--- src/rtl/arbitro_memoria.sv ---
// arbitro_memoria: two-port (CPU / DMA) arbiter in front of a single
// synchronous memory. One access at a time, four cycles per access.
// On simultaneous requests the port that did not win last time is granted,
// so continuous contention alternates between the two ports.
//
// state   | meaning
// --------+----------------------------------------------------------
// IDLE    | no access in flight; requests are sampled here only
// ACCESS  | mem_en driven with the latched winner operands
// CAPTURE | memory read data is valid; registered into winner rdata
// ACK     | one-cycle ack to the winner
module arbitro_memoria #(
  parameter int ADDR_W = 8,
  parameter int DATA_W = 8
) (
  input  logic              clk,
  input  logic              rst_n,
  input  logic              cpu_req,
  input  logic              cpu_we,
  input  logic [ADDR_W-1:0] cpu_addr,
  input  logic [DATA_W-1:0] cpu_wdata,
  output logic              cpu_ack,
  output logic [DATA_W-1:0] cpu_rdata,
  input  logic              dma_req,
  input  logic              dma_we,
  input  logic [ADDR_W-1:0] dma_addr,
  input  logic [DATA_W-1:0] dma_wdata,
  output logic              dma_ack,
  output logic [DATA_W-1:0] dma_rdata,
  output logic              mem_en,
  output logic              mem_we,
  output logic [ADDR_W-1:0] mem_addr,
  output logic [DATA_W-1:0] mem_wdata,
  input  logic [DATA_W-1:0] mem_rdata,
  output logic              busy
);

  typedef enum logic [1:0] {
    IDLE    = 2'd0,
    ACCESS  = 2'd1,
    CAPTURE = 2'd2,
    ACK     = 2'd3
  } state_t;

  state_t state, state_nx;

  // last_grant doubles as the winner of the access in flight (1 = DMA)
  logic              last_grant;
  logic              lat_we;
  logic              grant;
  logic              grant_dma;
  logic              sel_we;
  logic [ADDR_W-1:0] sel_addr;
  logic [DATA_W-1:0] sel_wdata;

  // grant decision: only evaluated in IDLE, tie goes to the port not served last
  always_comb begin
    grant     = 1'b0;
    grant_dma = 1'b0;
    if (state == IDLE) begin
      if (cpu_req && dma_req) begin
        grant     = 1'b1;
        grant_dma = ~last_grant;
      end else if (cpu_req) begin
        grant     = 1'b1;
        grant_dma = 1'b0;
      end else if (dma_req) begin
        grant     = 1'b1;
        grant_dma = 1'b1;
      end
    end
  end

  // winner operand mux
  always_comb begin
    sel_we    = cpu_we;
    sel_addr  = cpu_addr;
    sel_wdata = cpu_wdata;
    if (grant_dma) begin
      sel_we    = dma_we;
      sel_addr  = dma_addr;
      sel_wdata = dma_wdata;
    end
  end

  // next-state logic
  always_comb begin
    state_nx = state;
    case (state)
      IDLE:    if (grant) state_nx = ACCESS;
      ACCESS:  state_nx = CAPTURE;
      CAPTURE: state_nx = ACK;
      ACK:     state_nx = IDLE;
      default: state_nx = IDLE;
    endcase
  end

  // state register
  always_ff @(posedge clk or negedge rst_n) begin
    if (!rst_n) state <= IDLE;
    else        state <= state_nx;
  end

  // latch winner identity and operands at the grant edge; held until the next grant
  always_ff @(posedge clk or negedge rst_n) begin
    if (!rst_n) begin
      last_grant <= 1'b1;
      lat_we     <= 1'b0;
      mem_addr   <= '0;
      mem_wdata  <= '0;
    end else if (grant) begin
      last_grant <= grant_dma;
      lat_we     <= sel_we;
      mem_addr   <= sel_addr;
      mem_wdata  <= sel_wdata;
    end
  end

  // memory strobes are high only during ACCESS, which is entered solely from a grant
  always_ff @(posedge clk or negedge rst_n) begin
    if (!rst_n) begin
      mem_en <= 1'b0;
      mem_we <= 1'b0;
    end else begin
      mem_en <= grant;
      mem_we <= grant & sel_we;
    end
  end

  // ack pulse for the winner, raised on the CAPTURE->ACK edge
  always_ff @(posedge clk or negedge rst_n) begin
    if (!rst_n) begin
      cpu_ack <= 1'b0;
      dma_ack <= 1'b0;
    end else begin
      cpu_ack <= (state == CAPTURE) && !last_grant;
      dma_ack <= (state == CAPTURE) &&  last_grant;
    end
  end

  // read data capture into the winner's register; writes leave both untouched
  always_ff @(posedge clk or negedge rst_n) begin
    if (!rst_n) begin
      cpu_rdata <= '0;
      dma_rdata <= '0;
    end else if ((state == CAPTURE) && !lat_we) begin
      if (last_grant) dma_rdata <= mem_rdata;
      else            cpu_rdata <= mem_rdata;
    end
  end

  assign busy = (state != IDLE);

endmodule
--- config.mk ---
export PLATFORM = sky130hd
export DESIGN_NAME = arbitro_memoria
export DESIGN_NICKNAME = d
export VERILOG_FILES = /design/src/rtl/arbitro_memoria.sv
export SDC_FILE = /design/constraint.sdc
export NUM_CORES = 1
export LEC_CHECK = 0
export CELL_PAD_IN_SITES_DETAIL_PLACEMENT = 1
export CELL_PAD_IN_SITES_GLOBAL_PLACEMENT = 2
export CORE_MARGIN = 2
export CORE_UTILIZATION = 24
export CTS_CLUSTER_SIZE = 12
export DETAILED_ROUTE_END_ITERATION = 8
export PLACE_DENSITY_LB_ADDON = 0.15
export SLEW_MARGIN = 20
export SYNTH_ARGS = -nofsm -noshare
export SYNTH_HDL_FRONTEND = slang
export SYNTH_SLANG_ARGS = --single-unit
--- constraint.sdc ---
create_clock -name clk -period 2.05 [get_ports clk]
set_input_delay 0.205 -clock clk [delete_from_list [all_inputs] [get_ports clk]]
set_output_delay 0.205 -clock clk [all_outputs]
set_load 0.01 [all_outputs]
=== After elaboration in Yosys (flattened, before gate mapping) ===
Cells that the tools add are included.
W data, S select, Z words.

* Flip-flop bits (word level): 40
* Input port bits: 46
* Output and inout port bits: 37
* Logic and storage cells: 39

* Eq/ne operators: 4
* Multiplexer cells: 12
* Bitwise logic cells: 2
* Reduce and logical (&&, ||, !) cells: 10

{| class="wikitable"
|+ Operators with widths
! cell !! count
|-
| $mux W8 || 2
|-
| $mux W1 || 8
|-
| $pmux W2 S4 || 1
|-
| $eq A2 B2 Y1 const B || 2
|-
| $logic_and A1 B1 Y1 || 4
|-
| $reduce_and A2 Y1 || 2
|-
| $eq A2 B1 Y1 const B || 1
|-
| $logic_not A1 Y1 || 2
|-
| $logic_not A2 Y1 || 1
|-
| $mux W2 || 1
|-
| $ne A2 B2 Y1 const B || 1
|-
| $reduce_bool A2 Y1 || 1
|-
| $and A1 B1 Y1 || 1
|-
| $not A1 Y1 || 1
|}

=== Longest topological paths before layout ===
Gate-level depths: netlist (run 1).

* Depth in word-level cells: 6
* Mapped depth: 7
* Mapped depth without buffers: 6

=== Worst setup path after synthesis (run 1) ===
OpenSTA, ideal clock, no wires.

* Path kind: reg2reg
* From: register state[0]
* To: register cpu_rdata[0]
* Setup time: 0.125 ns
* Data arrival time: 1.416 ns
* Data required time: 1.925 ns
* Slack: 0.510 ns
* Stages on the path, launching flop included: 5
* Buffers on the path: 0
* Period minus slack after synthesis: 1.540 ns
* Cells stage by stage: dfrtp_1 inv_1 ha_1 nor3b_2 mux2_2

* Longest elaborated chain between the ends: 3

{| class="wikitable"
|+ RTL lines
! element !! RTL line !! text
|-
| from (decl) || 45 || <nowiki>state_t state, state_nx;</nowiki>
|-
| from (signal assigned) || 101 || <nowiki>else state <= state_nx;</nowiki>
|-
| $eq A2 B2 Y1 || 146 || <nowiki>end else if ((state == CAPTURE) && !lat_we) begin</nowiki>
|-
| $logic_and A1 B1 Y1 || 146 ||
|-
| $reduce_and A2 Y1 (no line) || - ||
|-
| to (signal assigned) || 148 || <nowiki>else cpu_rdata <= mem_rdata;</nowiki>
|-
| to (decl) || 23 || <nowiki>output logic [DATA_W-1:0] cpu_rdata,</nowiki>
|}

No other way between the ends.
A chain may end at the register's enable or synchronous reset.

=== Worst setup path after layout (run 1) ===
* From: register state[0]
* To: output port busy

* Longest elaborated chain between the ends: 1

{| class="wikitable"
|+ RTL lines
! element !! RTL line !! text
|-
| $reduce_bool A2 Y1 || 152 || <nowiki>assign busy = (state != IDLE);</nowiki>
|-
| to (decl) || 35 || <nowiki>output logic busy</nowiki>
|}

No other way between the ends.

==> out/metrics.cfg, run 1 <==
[critical_path]
crit_chain = inv_1, ha_1, inv_1, clkdlybuf4s50_1
worstSetupStartpointType = register
end_kind = output pin
crit_slowest_cell = clkdlybuf4s50_1
crit_required_ps = 1850
critPathMaxStageDelay_ps = 530
path_common_cell = inv_1
crit_fanout = 5
cp.arrival_ps = 1590
critical_path_class = register to output pin
critPathTopFamily = buffers and inverters
critPathBufInv = 3

[layout]
fill_cells = 817
nets = 287
multiInputGateArea_um2 = 704.4
diodes = 0
drive_gt1_share_pct = 14.17
area_growth_pct = 59.37
regArea_mm2 = 0.001002
layout_commonest_cell = clkdlybuf4s50_1
final_cell_mix = clkdlybuf4s50_1 (81), dfrtp_1 (39), o21ai_0 (19)

[timing]
fin_worst_skew_ps = 8.682
setup_viol_count_final = 0
finalMaxSlewViolations = 0
rsz0062_at_grt = false
clock.fmax_mhz = 558.6
hold_slack_ps = 397.1
period_needed_ps = 1790
worstMarginPinSlew_ps = 467.6
slew_headroom_pct = 68.83
hold_viol = 0
fin_tns_setup_ps = 0
fin_crit_sh_pct = 87.33

[cts]
cts.htree.levels = 2
post_cts_resize_count = 0
hold_buffers = 1
cts.sinks = 40
cts-root-buf = clkbuf_8
clkSlewWorstSetupHoldPaths_ps = 90
worstSkewPairLatency_ps = 290
cts_setup_buffers = 0
cts_tree = built
cts.path.max_buffers = 2
cts_made_buffers = 5

[pwr]
power_density_mw_per_mm2 = 1388
power.leakage_nw = 1.108
p_total_mw = 3.944
ir_worst_vdd_uv = 407.8

[global_route]
antenna_found_initial = 0
grt_start_max_net_pins = 36
track_usage_pct = 11.69
grt_pass1_wl_um = 7596
grt_pass1_vias = 1547
gr-total-overflow = 0

[route]
ant_nets = 0
wl_per_cell_um = 13.56
drc = 0
drt_first_pass_iters = 2
dr.first_iter.drc_count = 29
vias = 1479
vias_per_cell = 4.363
drt_wl_total_um = 4598

[floorplan]
start_util_pct = 24.71
core_area_mm2 = 0.007214
die_h_um = 90.19
die-width_um = 90.19
row_count = 31
io_pins = 83
die_area_mm2 = 0.008134

[placed_design]
dp_hpwl_um = 3361
gp_congestion = 0.6636
io_buffers = 82

[synth]
synth_compound_area_share_pct = 11.86
syn_area_per_cell_um2 = 11.50
ys.warnings.count = 0
synth_seq_area_share_pct = 56.21
syn_area_mm2 = 0.001783
synth_cell_types = 23
yosys.area_share.xor_xnor_pct = 0
synthMuxAreaShare_pct = 10.74
synthSimpleGateAreaFrac_pct = 15.51
synth_fp_nets = 203
ys_seq_elements = 40
synthAdderAreaFrac_pct = 1.404
syn_inst = 155
synth_top_family_by_area = simple AND/OR/NAND/NOR gates

[run]
cap_violations = 0

[status]
status = completed

[worst_hold_path]
hold_path_class = input pin to async pin

worst paths after layout:
| kind | startpoint | end | slack [ps] | cells past startpoint |
|---|---|---|---|---|
| max | state[0]$_DFFE_PN0P_ | busy | 260 | 4 |
| min | rst_n | mem_addr[7]$_DFFE_PN0P_ | 400 | 2 |
| max reg2reg | state[0]$_DFFE_PN0P_ | lat_we$_DFFE_PN0P_ | 300 | 6 |
| min reg2reg | dma_rdata[2]$_DFFE_PN0P_ | dma_rdata[2]$_DFFE_PN0P_ | 510 | 1 |
| max in group asynchronous | rst_n | dma_rdata[2]$_DFFE_PN0P_ | 1180 | 3 |
| min in group clk | cpu_addr[6] | mem_addr[6]$_DFFE_PN0P_ | 470 | 3 |
sequential cells by signal, summed over array words and instances, names as in the netlist:
| name | cells |
|---|---|
| cpu_ack | 1 |
| cpu_rdata | 8 |
| dma_ack | 1 |
| dma_rdata | 8 |
| last_grant | 1 |
| lat_we | 1 |
| mem_addr | 8 |
| mem_en | 1 |
| mem_wdata | 8 |
| mem_we | 1 |
| state | 2 |
metrics by stage:
step                area [um^2]  utilization [%]  cells  worst slack, ps
detailed placement         2716            37.65    330            272.5
finish                     2841            39.39    339            259.7
CTS                        2841            39.39    339            226.2
floorplan                  1783                -    155            509.6
global placement           2716            37.65    330            325.6
global route               2841            39.39    339            147.4
layer usage:
metal / global-route usage, % / wire (um) / share of wire (%)
met1: 13.99 / 2031 / 44
met3: 3.437 / 276 / 6.0
met5: 0 / 0 / 0
met2: 19.92 / 2223 / 48
met4: 4.231 / 68 / 1.5
worst reg2reg max path: stages (launching register included):
cell and delay [ps]:
dfrtp_1 390, inv_1 80, ha_1 250, nand2_1 200
buf_12 210, or3b_1 370, a31oi_1 170
synth_stat cells (all sizes together):
cell type  count  area [um^2]
clkinv         1        3.750
or3b          17        148.9
clkbuf         6        22.52
a21oi          2        10.01
nand2          2        7.510
ha             2        25.02
a31oi         17        106.4
and2           2        15.02
dfrtp         39        975.9
or3            1        6.260
inv            3        11.26
nor3b          1        12.51
o21ai         19        95.09
nor2b          1        6.260
nand3b         1        7.510
mux2          17        191.4
nor3           1        5.000
dfstp          1        26.28
nor2          18        67.56
buf            4        38.78
layout make-up:
cell class,instances,share of cell area (%)
Clock buffer,5,2.422
Clock inverter,3,1.629
Inverter,4,0.5284
Multi-Input combinational cell,101,24.79
Sequential cell,40,35.27
Tap cell,99,4.359
Timing Repair Buffer,87,31.00
power by group:
group / switching (mW) / leakage [nW] / total, mW / internal, mW
combinational: 0.799 / 0.591 / 1.89 / 1.09
clock: 0.293 / 0.0548 / 0.660 / 0.367
sequential: 0.206 / 0.462 / 1.40 / 1.19
logic make-up after synthesis:
| kind of cell | Yosys count |
|---|---|
| AOI/OAI and AO/OA | 38 |
| adders and majority gates | 2 |
| buffers and inverters | 14 |
| DFF | 40 |
| muxes | 17 |
| and+or+nand+nor | 44 |
No activity file was read; power rests on OpenSTA's default activity.
==> run 2, diff against run 1 <==
--- a/config.mk
+++ b/config.mk
@@ -5,6 +5,7 @@
 export SDC_FILE = /design/constraint.sdc
 export NUM_CORES = 1
 export LEC_CHECK = 0
+export CAP_MARGIN = 20
 export CELL_PAD_IN_SITES_DETAIL_PLACEMENT = 1
 export CELL_PAD_IN_SITES_GLOBAL_PLACEMENT = 2
 export CORE_MARGIN = 2
==> results of run 2 <==
Final layout, timing and power as in run 1 (identical DEF).
